### config.mk
export PLATFORM = sky130hd
export DESIGN_NAME = prog_loader
export DESIGN_NICKNAME = d
export VERILOG_FILES = /design/src/rtl/prog_loader.sv
export SDC_FILE = /design/constraint.sdc
export NUM_CORES = 1
export LEC_CHECK = 0
export CELL_PAD_IN_SITES_DETAIL_PLACEMENT = 1
export CELL_PAD_IN_SITES_GLOBAL_PLACEMENT = 2
export CORE_UTILIZATION = 34
export CTS_BUF_LIST = sky130_fd_sc_hd__clkbuf_8
export CTS_CLUSTER_SIZE = 10
export DETAILED_ROUTE_END_ITERATION = 12
export PLACE_DENSITY = 0.9
export SETUP_SLACK_MARGIN = 0.4
export SYNTH_ARGS = -nofsm -noshare
export SYNTH_HDL_FRONTEND = slang
export SYNTH_SLANG_ARGS = --single-unit
### constraint.sdc
create_clock -name clk -period 2.4 [get_ports clk]
set_input_delay 0.72 -clock clk [delete_from_list [all_inputs] [get_ports clk]]
set_output_delay 0.72 -clock clk [all_outputs]
set_load 0.05 [all_outputs]
### src/rtl/prog_loader.sv
// Program-memory loader: streams instruction words into consecutive addresses,
// holding the core off via busy and reporting done/err plus an XOR checksum.
module prog_loader #(
  parameter int DATA_SIZE = 6,
  parameter int ADDR_SIZE = 5,
  parameter int TIMEOUT   = 255
) (
  input  logic                 clk,
  input  logic                 rstn,
  input  logic                 start,
  input  logic [ADDR_SIZE:0]   len,
  input  logic                 in_valid,
  input  logic [DATA_SIZE-1:0] in_data,
  output logic                 in_ready,
  output logic                 W,
  output logic [ADDR_SIZE-1:0] ADDR,
  output logic [DATA_SIZE-1:0] DATA_WR,
  output logic                 busy,
  output logic                 done,
  output logic                 err,
  output logic [DATA_SIZE-1:0] checksum
);

  typedef enum logic [1:0] {
    IDLE = 2'd0,
    LOAD = 2'd1,
    DONE = 2'd2
  } state_t;

  localparam logic [ADDR_SIZE:0]   CNT_ZERO = {(ADDR_SIZE+1){1'b0}};
  localparam logic [ADDR_SIZE:0]   CNT_ONE  = {{ADDR_SIZE{1'b0}}, 1'b1};
  localparam logic [ADDR_SIZE:0]   MAX_LEN  = {1'b1, {ADDR_SIZE{1'b0}}};
  localparam logic [7:0]           TMO_ZERO = 8'd0;
  localparam logic [7:0]           TMO_ONE  = 8'd1;
  localparam logic [7:0]           TMO_LAST = 8'(TIMEOUT - 1);
  localparam logic [DATA_SIZE-1:0] DAT_ZERO = {DATA_SIZE{1'b0}};
  localparam logic [ADDR_SIZE-1:0] ADR_ZERO = {ADDR_SIZE{1'b0}};

  function automatic logic [DATA_SIZE-1:0] cs_update(input logic [DATA_SIZE-1:0] cs,
                                                     input logic [DATA_SIZE-1:0] word);
    return cs ^ word;
  endfunction

  state_t               state_r, state_s;
  logic [ADDR_SIZE:0]   len_r, len_s;
  logic [ADDR_SIZE:0]   cnt_r, cnt_s;
  logic [7:0]           tmo_r, tmo_s;
  logic                 in_ready_r, in_ready_s;
  logic                 w_r, w_s;
  logic [ADDR_SIZE-1:0] addr_r, addr_s;
  logic [DATA_SIZE-1:0] data_r, data_s;
  logic                 busy_r, busy_s;
  logic                 done_r, done_s;
  logic                 err_r, err_s;
  logic [DATA_SIZE-1:0] cs_r, cs_s;
  logic                 accept_s;
  logic                 len_ok_s;

  assign accept_s = in_valid & in_ready_r;
  assign len_ok_s = (len != CNT_ZERO) && (len <= MAX_LEN);

  // Next-state and next-output decode
  always_comb begin
    state_s    = state_r;
    len_s      = len_r;
    cnt_s      = cnt_r;
    tmo_s      = tmo_r;
    in_ready_s = in_ready_r;
    w_s        = 1'b0;
    addr_s     = addr_r;
    data_s     = data_r;
    busy_s     = busy_r;
    done_s     = 1'b0;
    err_s      = 1'b0;
    cs_s       = cs_r;
    case (state_r)
      IDLE: begin
        if (start && len_ok_s) begin
          state_s    = LOAD;
          len_s      = len;
          cnt_s      = CNT_ZERO;
          tmo_s      = TMO_ZERO;
          cs_s       = DAT_ZERO;
          busy_s     = 1'b1;
          in_ready_s = 1'b1;
        end else if (start) begin
          err_s = 1'b1;
        end else begin
          state_s = IDLE;
        end
      end
      LOAD: begin
        if (accept_s) begin
          w_s    = 1'b1;
          addr_s = cnt_r[ADDR_SIZE-1:0];
          data_s = in_data;
          cs_s   = cs_update(cs_r, in_data);
          cnt_s  = cnt_r + CNT_ONE;
          tmo_s  = TMO_ZERO;
          // in_ready must already be low while the final write sits in DONE
          if ((cnt_r + CNT_ONE) == len_r) begin
            state_s    = DONE;
            in_ready_s = 1'b0;
          end else begin
            state_s = LOAD;
          end
        end else if (tmo_r == TMO_LAST) begin
          state_s    = IDLE;
          err_s      = 1'b1;
          busy_s     = 1'b0;
          in_ready_s = 1'b0;
        end else begin
          tmo_s = tmo_r + TMO_ONE;
        end
      end
      DONE: begin
        state_s = IDLE;
        done_s  = 1'b1;
        busy_s  = 1'b0;
      end
      default: begin
        state_s    = IDLE;
        busy_s     = 1'b0;
        in_ready_s = 1'b0;
      end
    endcase
  end

  // State and output registers
  always_ff @(posedge clk or negedge rstn) begin
    if (!rstn) begin
      state_r    <= IDLE;
      len_r      <= CNT_ZERO;
      cnt_r      <= CNT_ZERO;
      tmo_r      <= TMO_ZERO;
      in_ready_r <= 1'b0;
      w_r        <= 1'b0;
      addr_r     <= ADR_ZERO;
      data_r     <= DAT_ZERO;
      busy_r     <= 1'b0;
      done_r     <= 1'b0;
      err_r      <= 1'b0;
      cs_r       <= DAT_ZERO;
    end else begin
      state_r    <= state_s;
      len_r      <= len_s;
      cnt_r      <= cnt_s;
      tmo_r      <= tmo_s;
      in_ready_r <= in_ready_s;
      w_r        <= w_s;
      addr_r     <= addr_s;
      data_r     <= data_s;
      busy_r     <= busy_s;
      done_r     <= done_s;
      err_r      <= err_s;
      cs_r       <= cs_s;
    end
  end

  assign in_ready = in_ready_r;
  assign W        = w_r;
  assign ADDR     = addr_r;
  assign DATA_WR  = data_r;
  assign busy     = busy_r;
  assign done     = done_r;
  assign err      = err_r;
  assign checksum = cs_r;

endmodule

* Word-level counts from Yosys, hierarchy flattened
Index checks and enable logic that the tools add are counted.
** Storage, ports and cells
- Flip-flop bits (word level) :: 44
- Input bits :: 16
- Output and inout port bits :: 22
- Logic and storage cells :: 72
** Cells by class
- Add/sub/neg operators :: 2
- $lt $le $gt $ge :: 1
- Equality and inequality tests :: 12
- Mux-type cells :: 30
- Bitwise gates (word level) :: 3
- Reductions and logical operators :: 12
** Operators by type and width (count)
- 2-to-1 mux 8 bit :: 3
- one-hot mux 6 bit (2 select lines) :: 2
- 2-to-1 mux 6 bit :: 3
- one-hot mux 8 bit (2 select lines) :: 1
- 2-to-1 mux 1 bit :: 12
- != test 3 bit, second input constant :: 4
- 2-to-1 mux 2 bit :: 5
- AND reduction 3 bit :: 3
- adder 8 x 1 -> 8 bit, second input constant :: 1
- == test 8 bit, second input constant :: 1
- != test 2 bit, second input constant :: 4
- adder 6 x 1 -> 6 bit, second input constant :: 1
- == test 6 bit :: 1
- <= comparator 6 bit, second input constant :: 1
- AND reduction 2 bit :: 3
- nonzero test 6 bit :: 1
- bitwise XOR 6 bit :: 1
- one-hot mux 1 bit (2 select lines) :: 2
- one-hot mux 2 bit (2 select lines) :: 1
- AND reduction 4 bit :: 1
- one-hot mux 1 bit (3 select lines) :: 1
- == test 2 x 1 -> 1 bit, second input constant :: 1
- == test 2 bit, second input constant :: 1
- logical AND 1 bit :: 2
- other kinds (4) :: 4

* Longest topological paths before layout
- Depth after elaboration :: 5
- Mapped depth :: 7

* Worst setup path after synthesis
OpenSTA, ideal clock, no wires.
- Path kind :: input port to flip-flop
- Start point :: input port len[1]
- End point :: register state_r[0]
- Setup time :: 0.126 ns
- Arrival time :: 2.277 ns
- Required time :: 2.274 ns
- Setup slack :: -0.003 ns
- Stages :: 6
- Path buffers :: 1
- Cell sequence :: or3_4 -> or4_4 -> and2_1 -> and3_1 -> buf_6 -> a221o_1
** Between the ends
- Cells in the longest elaborated chain, start to end :: 5
- Elaborated cells on any way between the ends :: 8
- Classes of those cells :: order compare: 1; eq/ne: 1; mux: 2; reduce/logical: 4
** RTL lines
- start, declared :: line 11 : input logic [ADDR_SIZE:0] len,
- <= comparator 6 bit or nonzero test 6 bit (tied branches) :: line 60 : assign len_ok_s = (len != CNT_ZERO) && (len <= MAX_LEN);
- logical AND 1 bit * :: line 60
- logical AND 1 bit * :: line 78 : if (start && len_ok_s) begin
- 2-to-1 mux 2 bit or != test 3 bit (tied branches)
- one-hot mux 2 bit (2 select lines) or AND reduction 2 bit (tied branches)
- end signal, assigned :: line 145 : state_r <= state_s;
- end, declared :: line 44 : state_t state_r, state_s;
Every way passes the cells marked *; elsewhere a longest branch is shown, timed or not.
A chain may end at the register's enable or synchronous reset.

* Worst setup path in the final report
- Start point :: input port len[3]
- End point :: register state_r[0]
The elaborated chain is that of the path after synthesis.

==> flow_summary.toml <==
[die]
die_x_um = 81.0
coreArea_mm2 = 0.00596
chipHeight_um = 81.0
die_area_mm2 = 0.00656
ios = 38
rows = 28
start_util_pct = 35.6

[critical_path]
slowest_delay_ns = 0.49
path_buf_inv = 1
critical_path.reg2reg.startpoint = "cnt_r[0]$_DFFE_PN0P_"
crit_path_max_fanout = 4
worstReg2RegEnd = "state_r[0]$_DFFE_PN0P_"
ff2ff_path_depth = 6
cp_slowest_cell = "or4_4"
cp_top_family = "simple AND/OR/NAND/NOR gates"
worstPathCellList = "buf_6, or3_4, or4_4, and2_4, and3_4, a221o_1"
required_ns = 2.59
r2r_setup_slack_ns = 0.36
critPathLaunchType = "input pin"
path_class = "input pin to flip-flop"
cp_data_arrival_time_ns = 2.34
critPathCaptureType = "flip-flop"

[routing]
routed_via_density = 5.20
drcViolationCount = 0
drt_iter0_markers = 38
num_vias = 1767
wl_per_cell_um = 15.8
routed_wl_um = 5370
postRouteAntennaNets = 0
drt_first_pass_iters = 4

[cells_and_area]
layout_commonest_cell = "nand2_1"
drive_gt1_share_pct = 26.8
multi_input_area_mm2 = 0.00111
antenna_cells = 0
fill_cells = 681
final_cells = 340
final_cell_mix = "45 x nand2_1, 43 x dfrtp_1, 24 x dlygate4sd2_1"
syn2layout_area_growth_pct = 40.6
ff_latch_area_mm2 = 0.00110
nNetsFinal = 283

[placement]
gp_congestion = 0.822
io_buffer_count = 37
dp_hpwl_um = 3800
place_inst = 330

[yosys]
syn-num-nets = 223
synth_seq_cells = 44
netlist_instances = 204
synth_edf_count = 0
ys_seq_area_share_pct = 51.9
synth_area_mm2 = 0.00212
async_flop_share_pct = 100
yosysWarningCount = 0
yosysUniqueCellTypes = 47
synth_ff_type = "dfrtp_1"
avgSynthCellArea_um2 = 10.4

[timing]
period_share_pct = 89.7
worst_slew_pin_slew_ns = 0.512
slew_violations = 0
setup_viol = 0
fmax_mhz = 464
rsz0062_at_grt = "yes"
period_needed_ns = 2.15
relSlewSlack_pct = 66.0
worst_clock_skew_ns = 0.0122
finalHoldViolCount = 0

[global_route]
grt-ovfl-total = 0
grt_usage_pct = 18.5
grt_max_degree = 22
antenna_found_initial = 0
grt_pass1_vias = 1850
grt_pass1_wl_um = 9030

[clock_network]
clk_pin_slew_worst_paths_ns = 0.09
holdBufCountCts = 0
clock_sinks = 44
root_buffer = "clkbuf_8"
cts_max_path_buffers = 2
htreeDepth = 2
cts_buffers = 5
clk_latency_ns = 0.31
cts_tree = "built"

[power]
p_leak_nw = 1.42
vdd_drop_max_v = 0.000620
p_total_mw = 3.20
powerDensity_mw_per_mm2 = 1070

[min_path]
hp-class = "input pin to async pin"

[flow_run]
drv_cap = 0

[status]
outcome = "completed"
## cells in the mapped netlist, types with 2 or more instances
library cell | instances | area share [%]
nand2_1 | 47 | 8.3
dfrtp_1 | 44 | 52
nor2_1 | 18 | 3.2
o21ai_0 | 9 | 2.1
xnor2_1 | 7 | 2.9
xor2_1 | 7 | 2.9
a21oi_1 | 6 | 1.4
inv_1 | 6 | 1.1
mux2_2 | 6 | 3.2
nand3_1 | 4 | 0.94
ha_1 | 3 | 1.8
o31ai_1 | 3 | 1.1
or4_1 | 3 | 1.1
and3_1 | 2 | 0.59
buf_2 | 2 | 0.47
clkbuf_1 | 2 | 0.35
nand2b_1 | 2 | 0.59
nand4_1 | 2 | 0.59
nor2b_1 | 2 | 0.59
nor3_1 | 2 | 0.47
## through the flow
| step | setup slack [ns] | hold slack [ns] | cell area, um^2 | TNS [ns] | util (%) |
|---|---|---|---|---|---|
| after detailed placement | -0.477 | 0.466 | 2700 | -10.13 | 45.4 |
| after CTS | 0.198 | 0.382 | 2890 | 0 | 48.5 |
| after global placement | -0.392 | 0.458 | 2700 | -8.76 | 45.4 |
| after global routing | 0.207 | 0.396 | 2980 | 0 | 50.1 |
| final | 0.246 | 0.359 | 2980 | 0 | 50.1 |
| after floorplan | 0.0118 | 0.424 | 2130 | 0 | - |
## cell type report
cell class              instances  area share (%)
clock buffers                   5            2.31
clock inverters                 3            1.59
inverters                       6           0.755
multi-input cells             149            37.3
flip-flops and latches         44            37.0
well taps                      75            3.15
repair buffers                 58            17.9
## state kept, by name (all words and copies together), names as in the netlist
| signal | flops |
|---|---|
| W | 1 |
| err | 1 |
| state_r | 2 |
| ADDR | 5 |
| len_r | 6 |
| checksum | 6 |
| busy | 1 |
| DATA_WR | 6 |
| done | 1 |
| tmo_r | 8 |
| cnt_r | 6 |
| in_ready | 1 |
## worst reg2reg max path: stages (launching register included)
cell,delay [ns]
dfrtp_2,0.47
ha_2,0.24
and3_1,0.18
xnor3_1,0.20
o221ai_1,0.10
or3_4,0.42
a221o_1,0.33
## what timing repair did
item / in CTS / in global routing
endpoints found under the setup margin: 52 / 30
setup buffers: 2 / 0
gates resized for setup: 62 / 24
pin swaps: 9 / 3
## kinds of logic after synthesis
family / synth area share [%]
buffers and inverters: 2.42
AND/OR/NAND/NOR: 19.8
XOR/XNOR: 6.84
flip-flops: 51.9
AO/OA/AOI/OAI: 13.6
adder cells (fa/ha/maj): 1.77
multiplexers: 3.66
## worst max-delay path by stage
stage,end,cells after the start,from
2_1_floorplan,state_r[0]$_DFFE_PN0P_,6,len[1]
3_3_place_gp,tmo_r[3]$_DFFE_PN0P_,7,len[1]
3_5_place_dp,tmo_r[3]$_DFFE_PN0P_,7,len[1]
4_1_cts,tmo_r[3]$_DFFE_PN0P_,7,len[3]
5_1_grt,tmo_r[3]$_DFFE_PN0P_,7,len[3]
6_report,state_r[0]$_DFFE_PN0P_,6,len[3]
## layer usage
metal | vias to the layer above | GRT usage [%] | wire [um] | part of all wire (%)
met1 | 886 | 23.3 | 2410 | 45
met3 | 9 | 4.16 | 228 | 4.2
met5 | - | 0 | 0 | 0
met4 | 0 | 7.50 | 99 | 1.8
met2 | 44 | 30.7 | 2630 | 49
li1 | 828 | - | - | -
## power by group
| part | leakage [nW] | internal [mW] | switching [mW] |
|---|---|---|---|
| sequential | 0.573 | 0.982 | 0.213 |
| combinational | 0.790 | 0.558 | 0.862 |
| clock | 0.0583 | 0.314 | 0.272 |
| total | 1.42 | 1.85 | 1.35 |
No activity file was read; power rests on OpenSTA's default activity.
==> RTL change 1: new RTL, same settings <==
Encoding of `state_t`: now one-hot (3 bits for 3 states).
--- a/src/rtl/prog_loader.sv
+++ b/src/rtl/prog_loader.sv
@@ -21,10 +21,10 @@
   output logic [DATA_SIZE-1:0] checksum
 );
 
-  typedef enum logic [1:0] {
-    IDLE = 2'd0,
-    LOAD = 2'd1,
-    DONE = 2'd2
+  typedef enum logic [2:0] {
+    IDLE = 3'b001,
+    LOAD = 3'b010,
+    DONE = 3'b100
   } state_t;
 
   localparam logic [ADDR_SIZE:0]   CNT_ZERO = {(ADDR_SIZE+1){1'b0}};
Function: same outputs for any inputs over 10 cycles, from zero or initial values and one cycle with rstn low; not proved beyond that.
==> RTL change 1 against the original RTL <==
- synthesized area rose by 1.7%
- critical endpoint is now in_ready$_DFFE_PN0P_
- register-to-register slack better by 120 ps
- design area is 2.6% lower
- global-route usage is 1.9 points lower
- worst hold slack improved by 110 ps
- routed wire length down 10%
- cell count rose by 1.2%
- worst setup slack improved by 180 ps
- sequential cell count up 1
Power is not compared: it rests on default switching activity, and its combinational part moved more than twofold at a synthesized area within 25%.
==> RTL change 1: results (changes against the original RTL) <==
proportion of layout cells with a drive suffix above 1=21.9% (was 26.8%); path type of the worst min-delay path=reg -> reg (was in -> async); FF-to-FF setup slack=480 ps (was 360 ps); Buffers on Ports=37 (unchanged); worst-case reg-to-reg path depth=5 (was 6); Synth area leaders=dfrtp_1, nand2_1, xnor2_1, xor2_1, nor2_1 (was dfrtp_1, nand2_1, nor2_1, mux2_2, xnor2_1); crit path DAT=2200 ps (was 2340 ps); Post-DP Area=2740 sq um (was 2700 sq um); pre-CTS WS=-205 ps (was -477 ps); gr usage total=16.6% (was 18.5%); drc violations=0 (unchanged); dpl hpwl=3.60 mm (was 3.80 mm); Synth Area in Compound Gates=6.56% (was 13.6%); Layout Skew=10.2 ps (was 12.2 ps); status=finished, final reports clean (unchanged); reg2reg end=state_r[1]$_DFFE_PN0P_ (was state_r[0]$_DFFE_PN0P_); largest net degree at the start of global routing=46 (was 22); global-route wire length before repair=8.25 mm (was 9.03 mm); Post-synth top cells=dfrtp_1, nand2_1, nor2_1 (was nand2_1, dfrtp_1, nor2_1); nets=287 (was 283); GP Congestion=0.702 (was 0.822); drt pass-1 iters=4 (unchanged); routed len/inst=14.0 um (was 15.8 um); Adder-Cell Fraction of Synth Area=1.74% (was 1.77%); Distinct cells, synth=40 (was 47); crit path max fanout=3 (was 4); Slew HR=62.9% (was 66.0%)
## RTL change 1: cell count changes in the layout (fill, tap and decap cells not counted), moves of 5 or more
cell | before | now
mux2_2 | 0 | 5
mux2_4 | 6 | 1
xnor2_1 | 7 | 13
xor2_1 | 5 | 12
## RTL change 1: kinds of logic (layout without fill, tap and decap cells)
kind of cell / Yosys count / in the layout
fa+ha+maj: 3 / 3
simple gates: 98 / 99
flops: 45 / 45
buf+inv: 11 / 71
mux: 8 / 8
xor+xnor: 25 / 25
compound gates: 18 / 18
## RTL change 1: cell type report
type	instances	area [sq um]
multi-input combinational	153	1050
inverter	5	18.8
clock inverter	2	37.5
timing repair buffer	58	499
tap	75	93.8
clock buffer	6	82.6
fill	685	3120
sequential	45	1130
## RTL change 1: power by group
group | internal (W) | switching (W)
Sequential | 0.000843 | 0.0000735
Clock | 0.000338 | 0.000252
Combinational | 0.000210 | 0.000305
Total | 0.00139 | 0.000630
## RTL change 1: worst max-delay path, stage by stage
cell and delay (ps):
buf_2 100, or4_4 560, o2111a_1 280, a2111oi_4 260, o32ai_2 150, a21oi_1 120
## RTL change 1: how the worst max path moves through the flow
| stage | depth (start not counted) | slack [ps] | endpoint |
|---|---|---|---|
| CTS | 6 | 380 | in_ready$_DFFE_PN0P_ |
| global route | 6 | 350 | in_ready$_DFFE_PN0P_ |
| detailed placement | 6 | -200 | in_ready$_DFFE_PN0P_ |
| finish | 6 | 420 | in_ready$_DFFE_PN0P_ |
| floorplan | 5 | 330 | in_ready$_DFFE_PN0P_ |
| global placement | 6 | -140 | in_ready$_DFFE_PN0P_ |
## RTL change 1: through the flow
stage,TNS [ps],hold WS (ps),instances
after global placement,-2310,459,331
after detailed placement,-3330,464,331
final,0,474,344
after floorplan,0,424,208
after global routing,0,507,344
after CTS,0,480,343
## RTL change 1: repair_timing
action,4_1_cts,5_1_grt
pin swaps,10,5
gates cloned,1,0
endpoints found under the setup margin,52,20
gates resized for setup,44,8
hold buffers,0,0
setup buffers,3,1
## RTL change 1: per-layer routing
metal | vias to the layer above | wire (um) | GRT usage (%)
met5 | - | 0 | 0
met3 | 7 | 167 | 4.22
met2 | 25 | 2450 | 27.8
met1 | 806 | 2160 | 21.0
li1 | 825 | - | -
met4 | 0 | 50 | 5.44
==> RTL change 2: new RTL, same flow settings <==
Made on the original files. The parameter `DATA_SIZE` goes from 6 to 7.
--- a/src/rtl/prog_loader.sv
+++ b/src/rtl/prog_loader.sv
@@ -1,7 +1,7 @@
 // Program-memory loader: streams instruction words into consecutive addresses,
 // holding the core off via busy and reporting done/err plus an XOR checksum.
 module prog_loader #(
-  parameter int DATA_SIZE = 6,
+  parameter int DATA_SIZE = 7,
   parameter int ADDR_SIZE = 5,
   parameter int TIMEOUT   = 255
 ) (
Interface: changed (resized DATA_WR, checksum and in_data); port bits go from 38 to 41. The function was not compared with the original's and may differ.
==> RTL change 2 against the original RTL <==
- sequential cell count grew 2
- design area grew 8.2%
- synthesized area increased by 3.1%
- routed wire length is 11% higher
- power grew 18%
- die area rose by 3.0%
- worst setup slack got worse by 27 ps
- fmax decreased by 1.2%
- largest cell class unchanged
==> RTL change 2: results (changes against the original RTL) <==
status=finished, final reports clean (unchanged); vias in the first global route=1932 (was 1850); GP Congestion=0.707 (was 0.822); number of flip-flops under the largest register name=8 (unchanged); CTS Root Buffer Type=clkbuf_8 (unchanged); crit path DAT=2410 ps (was 2340 ps); Reg with most FFs=tmo_r (unchanged); Layout Skew=6.37 ps (was 12.2 ps); crit-path max cell delay=560 ps (was 490 ps); global-route wire length before repair=9.47 mm (was 9.03 mm); Post-synth top cells=dfrtp_1, nand2_1, nor2_1 (was nand2_1, dfrtp_1, nor2_1); post-synthesis sequential area ratio=52.7% (was 51.9%); VDD IR max=0.627 mV (was 0.620 mV); path type of the worst min-delay path=reg -> reg (was in -> async); Distinct cells, synth=43 (was 47); routed len/inst=16.5 um (was 15.8 um); Critical-path top delay cell=or4_4 (unchanged); CTS buffer count=5 (unchanged); Post-DP Area=2820 sq um (was 2700 sq um); crit path max fanout=8 (was 4); Fill cells=676 (was 681); pre-CTS WS=-453 ps (was -477 ps); Synth Warn #=0 (unchanged); largest net degree at the start of global routing=47 (was 22); routed vias/inst=5.24 (was 5.20); proportion of layout cells with a drive suffix above 1=29.3% (was 26.8%); gr usage total=19.1% (was 18.5%); syn nets=242 (was 223); Buffers on Ports=40 (was 37); DRT iter0 DRCs=91 (was 38); LEAKAGE=1.53 nW (was 1.42 nW); Slew HR=59.8% (was 66.0%); H-tree Lvls=2 (unchanged); switching power=0.00173 W (was 0.00135 W); nets=306 (was 283); dpl hpwl=3.91 mm (was 3.80 mm); Synth area leaders=dfrtp_1, nand2_1, xnor2_1, xor2_1, nor2_1 (was dfrtp_1, nand2_1, nor2_1, mux2_2, xnor2_1); drt pass-1 iters=4 (unchanged)
==> RTL change 2: cell count changes after synthesis, sizes merged, moves of 3 or more <==
cell and change:
nand3 +7, nor2 -4, o21ai +4, a21o +3
mux2 -3, nand3b +3
==> RTL change 2: power by group through the flow <==
stage               Clock, W  Combinational, W  Sequential, W
global placement           0           0.00170        0.00130
CTS                 0.000612           0.00174        0.00130
detailed placement         0           0.00175        0.00130
floorplan                  0          0.000617        0.00179
finish              0.000594           0.00188        0.00130
global route        0.000637           0.00202        0.00134
==> RTL change 2: area by class of cell <==
class                      instances  share of cell area (%)
clock buffer                       5                    2.13
clock inverter                     3                    1.40
inverter                           8                   0.931
multi-input combinational        160                    37.5
sequential                        46                    35.7
tap                               75                    2.91
timing repair buffer              65                    19.4
==> RTL change 2: routing by layer <==
metal  up-vias  track usage (%)  wire length (um)  part of all wire [%]
li1        895                -                 -                     -
met1       954             24.5              2720                    46
met2        37             31.0              2920                    49
met3        10             3.63               188                   3.2
met4         0             9.12               135                   2.3
met5         -                0                 0                     0
==> RTL change 2: worst paths after layout <==
check,startpoint,endpoint,slack [ps],depth (start not counted)
hold / removal,DATA_WR[1]$_DFFE_PN0P_,DATA_WR[1]$_DFFE_PN0P_,480,2
setup reg to reg,tmo_r[0]$_DFFE_PN0P_,tmo_r[6]$_DFFE_PN0P_,410,7
min in group asynchronous,rstn,W$_DFF_PN0_,490,2
max in group asynchronous,rstn,state_r[0]$_DFFE_PN0P_,1460,2
hold reg to reg,DATA_WR[1]$_DFFE_PN0P_,DATA_WR[1]$_DFFE_PN0P_,480,2
setup / recovery,len[3],tmo_r[6]$_DFFE_PN0P_,220,7
==> RTL change 2: cell families (layout without fill, tap and decap cells) <==
group / count (synthesis) / after routing / synth area share [%]
multiplexers: 4 / 4 / 2.00
AND/OR/NAND/NOR: 99 / 99 / 22.2
adder cells (fa/ha/maj): 3 / 3 / 1.72
AO/OA/AOI/OAI: 37 / 37 / 11.4
flip-flops: 46 / 46 / 52.7
buffers and inverters: 16 / 81 / 3.21
XOR/XNOR: 17 / 17 / 6.81
==> RTL change 2: timing repair <==
action                                  CTS  global route
hold buffers                              0             0
resized for setup                        70            38
endpoints found under the setup margin   55            31
gates cloned                              0             0
pin swaps                                16            21
setup buffers                             5             2
==> RTL change 2: worst min-delay path, stage by stage (launching register included) <==
cell	delay, ps
dfrtp_1	350
nand2_1	50
nand2_1	50
==> RTL change 2: through the flow <==
stage	TNS, ps	total power, W	instances	util (%)
2_1_floorplan	0	0.00241	222	-
3_3_place_gp	-6290	0.00300	347	46.5
3_5_place_dp	-7280	0.00305	347	46.5
4_1_cts	0	0.00365	360	50.6
5_1_grt	0	0.00400	362	53.2
6_report	0	0.00378	362	53.2
